<file path="src/rtl/pattern_det_sched_if.sv">
// rtl/pattern_det_sched_if.sv - per-channel frame request and serial bit stream bundle
//
// Carries the N_CH requester streams into the pattern-detect scheduler.
//   req      requester -> scheduler   per-channel frame request (level)
//   in_bit   requester -> scheduler   per-channel serial data bit
//   in_valid requester -> scheduler   per-channel bit valid
//   in_last  requester -> scheduler   last bit of the frame
//   in_ready scheduler -> requester   bit accepted when in_valid & in_ready
//   gnt      scheduler -> requester   one-hot registered grant
// master = stream sources, slave = scheduler.
interface pattern_det_sched_if #(
    parameter int N_CH = 4
);
    logic [N_CH-1:0] req;
    logic [N_CH-1:0] in_bit;
    logic [N_CH-1:0] in_valid;
    logic [N_CH-1:0] in_last;
    logic [N_CH-1:0] in_ready;
    logic [N_CH-1:0] gnt;

    modport master (
        output req, in_bit, in_valid, in_last,
        input  in_ready, gnt
    );

    modport slave (
        input  req, in_bit, in_valid, in_last,
        output in_ready, gnt
    );
endinterface

</file>
<file path="src/rtl/pattern_det_sched.sv">
// rtl/pattern_det_sched.sv - round-robin frame scheduler sharing one serial pattern matcher
//
// Grants one requesting channel at a time for a whole frame, runs its bits through a
// PLEN-bit matcher whose history is cleared between frames, and keeps a saturating
// match counter per channel.
// Ports:
//   clk, rst_n      clock, asynchronous active-low reset
//   bus             stream bundle (req/in_bit/in_valid/in_last in, in_ready/gnt out)
//   o_busy          high while a frame is streaming or closing
//   o_match         one-cycle pulse when the pattern completes
//   o_match_ch      channel of the latest match (holds between matches)
//   o_timeout_err   one-cycle pulse when a frame is aborted for inactivity
//   i_clr_cnt       synchronous clear of all match counters
//   i_cnt_sel       counter read select
//   o_cnt_data      combinational read of the selected counter
module pattern_det_sched #(
    parameter int              N_CH    = 4,
    parameter int              PLEN    = 5,
    parameter logic [PLEN-1:0] PATTERN = 5'b00101,
    parameter int              TIMEOUT = 16,
    parameter int              CNT_W   = 16,
    localparam int             CW      = $clog2(N_CH)
) (
    input  logic                clk,
    input  logic                rst_n,
    pattern_det_sched_if.slave  bus,
    output logic                o_busy,
    output logic                o_match,
    output logic [CW-1:0]       o_match_ch,
    output logic                o_timeout_err,
    input  logic                i_clr_cnt,
    input  logic [CW-1:0]       i_cnt_sel,
    output logic [CNT_W-1:0]    o_cnt_data
);

    localparam int FW = $clog2(PLEN + 1);
    localparam int IW = $clog2(TIMEOUT + 1);

    typedef enum logic [1:0] {
        S_IDLE   = 2'd0,
        S_STREAM = 2'd1,
        S_DONE   = 2'd2
    } state_t;

    state_t             r_state, w_state_nxt;
    logic [N_CH-1:0]    r_gnt, w_gnt_nxt;
    logic [CW-1:0]      r_idx, w_idx_nxt;
    logic [CW-1:0]      r_rr_ptr, w_rr_nxt;
    // Only PLEN-1 bits of history are needed: the incoming bit completes the window.
    logic [PLEN-2:0]    r_hist, w_hist_nxt;
    logic [FW-1:0]      r_fill, w_fill_nxt;
    logic [IW-1:0]      r_idle, w_idle_nxt;
    logic               r_match, w_match_nxt;
    logic [CW-1:0]      r_match_ch, w_match_ch_nxt;
    logic               r_timeout_err, w_tmo_nxt;
    logic [CNT_W-1:0]   r_cnt [N_CH];

    logic               w_acc;
    logic               w_bit;
    logic               w_last;
    logic [PLEN-1:0]    w_shift;
    logic [CW-1:0]      w_idx_inc;
    logic               w_pick_vld;
    logic [CW-1:0]      w_pick_idx;
    logic [CW-1:0]      w_scan;

    assign w_acc     = (r_state == S_STREAM) && bus.in_valid[r_idx];
    assign w_bit     = bus.in_bit[r_idx];
    assign w_last    = bus.in_last[r_idx];
    assign w_shift   = {r_hist, w_bit};
    assign w_idx_inc = (r_idx == CW'(N_CH - 1)) ? '0 : r_idx + CW'(1);

    // Round-robin pick: scan offsets from the far end down so the requester closest
    // to (at or after) r_rr_ptr is the one left standing.
    always_comb begin
        w_pick_vld = 1'b0;
        w_pick_idx = '0;
        w_scan     = '0;
        for (int k = N_CH - 1; k >= 0; k--) begin
            w_scan = CW'((int'(r_rr_ptr) + k) % N_CH);
            if (bus.req[w_scan]) begin
                w_pick_vld = 1'b1;
                w_pick_idx = w_scan;
            end
        end
    end

    always_comb begin
        w_state_nxt    = r_state;
        w_gnt_nxt      = r_gnt;
        w_idx_nxt      = r_idx;
        w_rr_nxt       = r_rr_ptr;
        w_hist_nxt     = r_hist;
        w_fill_nxt     = r_fill;
        w_idle_nxt     = r_idle;
        w_match_nxt    = 1'b0;
        w_match_ch_nxt = r_match_ch;
        w_tmo_nxt      = 1'b0;
        case (r_state)
            S_IDLE: begin
                if (w_pick_vld) begin
                    w_gnt_nxt   = N_CH'(1) << w_pick_idx;
                    w_idx_nxt   = w_pick_idx;
                    w_state_nxt = S_STREAM;
                end
            end
            S_STREAM: begin
                if (w_acc) begin
                    w_hist_nxt = w_shift[PLEN-2:0];
                    w_idle_nxt = '0;
                    if (r_fill != FW'(PLEN)) begin
                        w_fill_nxt = r_fill + FW'(1);
                    end
                    // fill_before >= PLEN-1 means this bit completes a full window
                    // made only of bits from the current frame.
                    if ((w_shift == PATTERN) && (r_fill >= FW'(PLEN - 1))) begin
                        w_match_nxt    = 1'b1;
                        w_match_ch_nxt = r_idx;
                    end
                    if (w_last) begin
                        w_rr_nxt    = w_idx_inc;
                        w_gnt_nxt   = '0;
                        w_state_nxt = S_DONE;
                    end
                end else if (r_idle == IW'(TIMEOUT - 1)) begin
                    // This cycle is the TIMEOUT-th consecutive one without a bit.
                    w_tmo_nxt   = 1'b1;
                    w_rr_nxt    = w_idx_inc;
                    w_gnt_nxt   = '0;
                    w_state_nxt = S_DONE;
                end else begin
                    w_idle_nxt = r_idle + IW'(1);
                end
            end
            S_DONE: begin
                w_hist_nxt  = '0;
                w_fill_nxt  = '0;
                w_idle_nxt  = '0;
                w_state_nxt = S_IDLE;
            end
            default: begin
                w_gnt_nxt   = '0;
                w_state_nxt = S_IDLE;
            end
        endcase
    end

    always_ff @(posedge clk or negedge rst_n) begin
        if (!rst_n) begin
            r_state       <= S_IDLE;
            r_gnt         <= '0;
            r_idx         <= '0;
            r_rr_ptr      <= '0;
            r_hist        <= '0;
            r_fill        <= '0;
            r_idle        <= '0;
            r_match       <= 1'b0;
            r_match_ch    <= '0;
            r_timeout_err <= 1'b0;
        end else begin
            r_state       <= w_state_nxt;
            r_gnt         <= w_gnt_nxt;
            r_idx         <= w_idx_nxt;
            r_rr_ptr      <= w_rr_nxt;
            r_hist        <= w_hist_nxt;
            r_fill        <= w_fill_nxt;
            r_idle        <= w_idle_nxt;
            r_match       <= w_match_nxt;
            r_match_ch    <= w_match_ch_nxt;
            r_timeout_err <= w_tmo_nxt;
        end
    end

    // Counter bumps while the match pulse is visible; a coincident clear wins.
    always_ff @(posedge clk or negedge rst_n) begin
        if (!rst_n) begin
            for (int i = 0; i < N_CH; i++) begin
                r_cnt[i] <= '0;
            end
        end else if (i_clr_cnt) begin
            for (int i = 0; i < N_CH; i++) begin
                r_cnt[i] <= '0;
            end
        end else if (r_match && (r_cnt[r_match_ch] != {CNT_W{1'b1}})) begin
            r_cnt[r_match_ch] <= r_cnt[r_match_ch] + CNT_W'(1);
        end
    end

    assign bus.gnt       = r_gnt;
    assign bus.in_ready  = (r_state == S_STREAM) ? r_gnt : '0;
    assign o_busy        = (r_state == S_STREAM) || (r_state == S_DONE);
    assign o_match       = r_match;
    assign o_match_ch    = r_match_ch;
    assign o_timeout_err = r_timeout_err;
    assign o_cnt_data    = r_cnt[i_cnt_sel];

endmodule
</file>
<file path="src/flat_wrapper.sv">
// flat-port wrapper written by rule: the top's interface ports become plain ports
module pattern_det_sched_flat 
#(
    parameter int              N_CH    = 4,
    parameter int              PLEN    = 5,
    parameter logic [PLEN-1:0] PATTERN = 5'b00101,
    parameter int              TIMEOUT = 16,
    parameter int              CNT_W   = 16,
    localparam int             CW      = $clog2(N_CH)
)
  (clk, rst_n, o_busy, o_match, o_match_ch, o_timeout_err, i_clr_cnt, i_cnt_sel, o_cnt_data, bus_req, bus_in_bit, bus_in_valid, bus_in_last, bus_in_ready, bus_gnt);
  pattern_det_sched_if #(.N_CH(N_CH)) bus_i ();
  input  logic clk;
  input  logic rst_n;
  output logic o_busy;
  output logic o_match;
  output logic [CW-1:0] o_match_ch;
  output logic o_timeout_err;
  input  logic i_clr_cnt;
  input  logic [CW-1:0] i_cnt_sel;
  output logic [CNT_W-1:0] o_cnt_data;
  input wire logic [$bits(bus_i.req)-1:0] bus_req;
  input wire logic [$bits(bus_i.in_bit)-1:0] bus_in_bit;
  input wire logic [$bits(bus_i.in_valid)-1:0] bus_in_valid;
  input wire logic [$bits(bus_i.in_last)-1:0] bus_in_last;
  output wire logic [$bits(bus_i.in_ready)-1:0] bus_in_ready;
  output wire logic [$bits(bus_i.gnt)-1:0] bus_gnt;
  assign bus_i.req = bus_req;
  assign bus_i.in_bit = bus_in_bit;
  assign bus_i.in_valid = bus_in_valid;
  assign bus_i.in_last = bus_in_last;
  assign bus_in_ready = bus_i.in_ready;
  assign bus_gnt = bus_i.gnt;
  pattern_det_sched #(.N_CH(N_CH), .PLEN(PLEN), .PATTERN(PATTERN), .TIMEOUT(TIMEOUT), .CNT_W(CNT_W)) u_core (.clk(clk), .rst_n(rst_n), .bus(bus_i), .o_busy(o_busy), .o_match(o_match), .o_match_ch(o_match_ch), .o_timeout_err(o_timeout_err), .i_clr_cnt(i_clr_cnt), .i_cnt_sel(i_cnt_sel), .o_cnt_data(o_cnt_data));
endmodule
</file>
<file path="config.mk">
export PLATFORM = sky130hd
export DESIGN_NAME = pattern_det_sched_flat
export DESIGN_NICKNAME = d
export VERILOG_FILES = /design/src/rtl/pattern_det_sched_if.sv /design/src/rtl/pattern_det_sched.sv /design/src/flat_wrapper.sv
export SDC_FILE = /design/constraint.sdc
export NUM_CORES = 1
export LEC_CHECK = 0
export CORE_AREA = 2 2 99 101
export CTS_CLUSTER_DIAMETER = 200
export DETAILED_ROUTE_END_ITERATION = 7
export DIE_AREA = 0 0 101 103
export GPL_TIMING_DRIVEN = 0
export PLACE_DENSITY = 0.82
export SETUP_SLACK_MARGIN = 0.5
export SYNTH_ARGS = -nofsm -noshare
export SYNTH_HDL_FRONTEND = slang
export SYNTH_SLANG_ARGS = --single-unit
</file>
<file path="constraint.sdc">
create_clock -name clk -period 5 [get_ports clk]
set_input_delay 1.5 -clock clk [delete_from_list [all_inputs] [get_ports clk]]
set_output_delay 1.5 -clock clk [all_outputs]
set_load 0.02 [all_outputs]
</file>
==> metrics.txt <==
result of the run finished clean; dominant cell by count in the synthesized netlist sky130_fd_sc_hd__dfrtp_1; final standard cell utilization of the core 64.51%; Fmax 0.2313 GHz; post-route clock skew 0.01807 ns; post-synthesis instance area about 0.0053 mm2; quantity of hold-fixing buffers added after cts 0; routed length per placed instance 21.67 um; timing startpoint of the critical path i_cnt_sel[0]; Most used DFF post-synth sky130_fd_sc_hd__dfrtp_1; path depth of the worst reg2reg path 10; postcts setup bufs 0; Avg Cell Area, Syn roughly 11 um2; area fraction of the dominant cell type after synthesis a little over two fifths; leak pwr around 0.0025 uW; Post-Place Cells around 630; H-tree Lvls 3; count of antenna-violating nets left after detailed routing 0; warnings from Yosys 0; post-cts gate resize count 17; transition time at the pin with the least slew margin between 0.8 and 0.9 ns; power density cells about 360 mW/mm2; number of clock sinks 90; number of fill cells roughly 740; Via density just under 7; post-synth top area cell sky130_fd_sc_hd__dfrtp_1; proportion of layout cells with a drive suffix above 1 between 10% and 20%; number of non-filler instances in the completed layout 641; Inserted Diodes 0; register bit total from synthesis 90; register area share after synthesis roughly 43%; highest-delay cell along the critical path sky130_fd_sc_hd__mux4_2; TritonCTS clock tree built; effective utilization at floorplan between 50% and 60%; Yosys cell types 48; area taken by flip-flops and latches between 0.002 and 0.0025 mm2; Synth-to-Final Area Change 16.23%; most instantiated cells after synthesis sky130_fd_sc_hd__dfrtp_1 (90), sky130_fd_sc_hd__a21oi_1 (62), sky130_fd_sc_hd__a211oi_1 (49), sky130_fd_sc_hd__mux4_2 (30), sky130_fd_sc_hd__nor3_1 (28); clock transition time at the flip-flop clock pins of the worst setup and hold paths about 0.08 ns; detailed router's first-iteration violation count between 300 and 400; Data arrival, critical path around 2.8 ns; Chip Height just over 100 um; number of vias after detailed routing around 4,400; total count of max-transition violations in the final report 0; antenna violations before repair 0; Remaining Overflow, GRT 0; worst path cell trace clkbuf_4 -> buf_6 -> mux4_2 -> dlygate4sd2_1; final net count about 550; Worst Setup Slack, final ~0.68 ns; Peak supply drop 0.0002673 V; PortBufs 46; reported max-cap violation count 0; worst hold margin around 0.50 ns; setup repair after global routing missed its margin false; launching element type of the critical path input port; Worst slew margin 46.00%; die area around 0.010 mm2; buffer levels on the longest clock path 2; DPL Wire Length roughly 9.5 mm; root buffer cell sky130_fd_sc_hd__clkbuf_8; Post-Syn Instances about 460; chip width roughly 100 um; global placement routability congestion between 0.9 and 1; critical register-to-register path startpoint u_core.o_match_ch[1]; total global routing track utilization between 20 and 30%; number of synthesized flops with an enable pin 0; pin count of the biggest net entering global routing 54; element type at the critical path end output port; Final min period approximately 4.3 ns; total iterations of the first detailed-routing run 7; share of synthesized registers carrying an async set or reset between 90% and 100%; critical path fanouts, max 10; FP Rows 36; area used by multi-input combinational logic between 0.002 and 0.003 mm2; vias in the first global route ~4,400; global-route wire length before repair approximately 22 mm; Register-to-Register Setup Slack approximately 1.6 ns; DRC violation count after routing 0; Syn Nets approximately 500; largest stage delay on the critical path roughly 0.54 ns; start point of the worst min-delay path u_core.r_idle[4]; HP Class reg2reg; number of buffers created by CTS 9; post-layout power about 2200 uW; worst hold stages 2; Floorplan Core Area roughly 0.0095 mm2; source-to-sink clock delay at the later pin of the worst-skew pair around 0.38 ns; final-report setup violation count 0; final count of hold timing violations 0; worst setup slack before clock tree synthesis -0.1075 ns; Setup Crit Path Kind in2out; number of primary I/O pins 50; Critical Path RT 3.50 ns; Area contributors post-synth sky130_fd_sc_hd__dfrtp_1 (43%), sky130_fd_sc_hd__mux4_2 (13%), sky130_fd_sc_hd__a211oi_1 (7.0%); routed wire length 13.89 mm; share of the clock period used by the worst path between 80 and 90%
per-layer routing:
| layer | track usage (%) | vias to the layer above | wire length (um) | share of wire, % |
|---|---|---|---|---|
| met5 | 0 | - | 9 | 0.065 |
| met4 | 10.91 | 2 | 241 | 1.7 |
| met3 | 8.339 | 26 | 1389 | 10 |
| met2 | 45.44 | 265 | 6917 | 50 |
| met1 | 36.73 | 2151 | 5331 | 38 |
| li1 | - | 1912 | - | - |
kinds of logic after synthesis:
group | Yosys count | share of synthesized area (%)
fa+ha+maj | 10 | 2.383
compound gates | 153 | 18.66
mux | 44 | 17.25
flops | 90 | 42.90
buf+inv | 49 | 5.362
xor+xnor | 14 | 2.336
simple gates | 104 | 11.11
flip-flops by register name, indices dropped and copies added (netlist names):
name                  count
u_core.r_fill             3
u_core.r_cnt             64
u_core.bus.gnt            4
u_core.o_match_ch         2
u_core.o_match            1
u_core.r_rr_ptr           2
u_core.r_idx              2
u_core.o_timeout_err      1
u_core.r_hist             4
u_core.r_idle             5
u_core.r_state            2
cell type report:
cell class	count	share of cell area, %
Multi-Input combinational cell	325	44.52
Sequential cell	90	36.91
Clock inverter	4	1.230
Timing Repair Buffer	47	7.751
Tap cell	114	2.338
Inverter	10	0.6151
Buffer	39	4.265
Clock buffer	12	2.379
metrics by stage:
step | TNS, ns | instance area [um2]
6_report | 0 | 6102
5_1_grt | 0 | 6102
4_1_cts | 0 | 6102
3_5_place_dp | -0.8542 | 5879
3_3_place_gp | -73.11 | 5854
2_1_floorplan | 0 | 5251
worst paths after layout:
check | end
worst max-delay path | o_cnt_data[6]
worst min-delay path | u_core.r_idle[4]
worst min register to register | u_core.r_idle[4]
worst max register to register | u_core.r_cnt[28]
max in group asynchronous | u_core.r_idx[1]
min in group asynchronous | u_core.r_cnt[61]
critical path, delay by kind of cell:
kind	cells	cell delay [ns]
muxes	1	0.54
buffers and inverters	3	0.78
report_power, final:
group,total [uW],internal [uW],switching (uW)
clock,560,296,264
sequential,915,817,98.3
combinational,740,339,402
cell usage in the layout, fill, tap and decap left out, types with 6 or more instances in the layout:
master / Yosys / routed
sky130_fd_sc_hd__a211oi_1: 49 / 49
sky130_fd_sc_hd__a21oi_1: 62 / 62
sky130_fd_sc_hd__a21oi_2: 8 / 8
sky130_fd_sc_hd__a22o_1: 8 / 8
sky130_fd_sc_hd__and2_1: 6 / 6
sky130_fd_sc_hd__buf_6: 9 / 10
sky130_fd_sc_hd__clkbuf_1: 18 / 17
sky130_fd_sc_hd__clkbuf_8: 0 / 10
sky130_fd_sc_hd__clkdlybuf4s50_1: 0 / 35
sky130_fd_sc_hd__dfrtp_1: 90 / 90
sky130_fd_sc_hd__dlygate4sd2_1: 0 / 10
sky130_fd_sc_hd__ha_1: 10 / 10
sky130_fd_sc_hd__inv_1: 10 / 10
sky130_fd_sc_hd__mux2_2: 7 / 7
sky130_fd_sc_hd__mux4_2: 30 / 30
sky130_fd_sc_hd__nand2_1: 16 / 16
sky130_fd_sc_hd__nand3_1: 11 / 11
sky130_fd_sc_hd__nor2_1: 16 / 16
sky130_fd_sc_hd__nor3_1: 28 / 28
sky130_fd_sc_hd__nor4_1: 6 / 6
sky130_fd_sc_hd__o21ai_0: 14 / 14
sky130_fd_sc_hd__xnor2_1: 13 / 13
No activity file was read; power rests on OpenSTA's default activity.
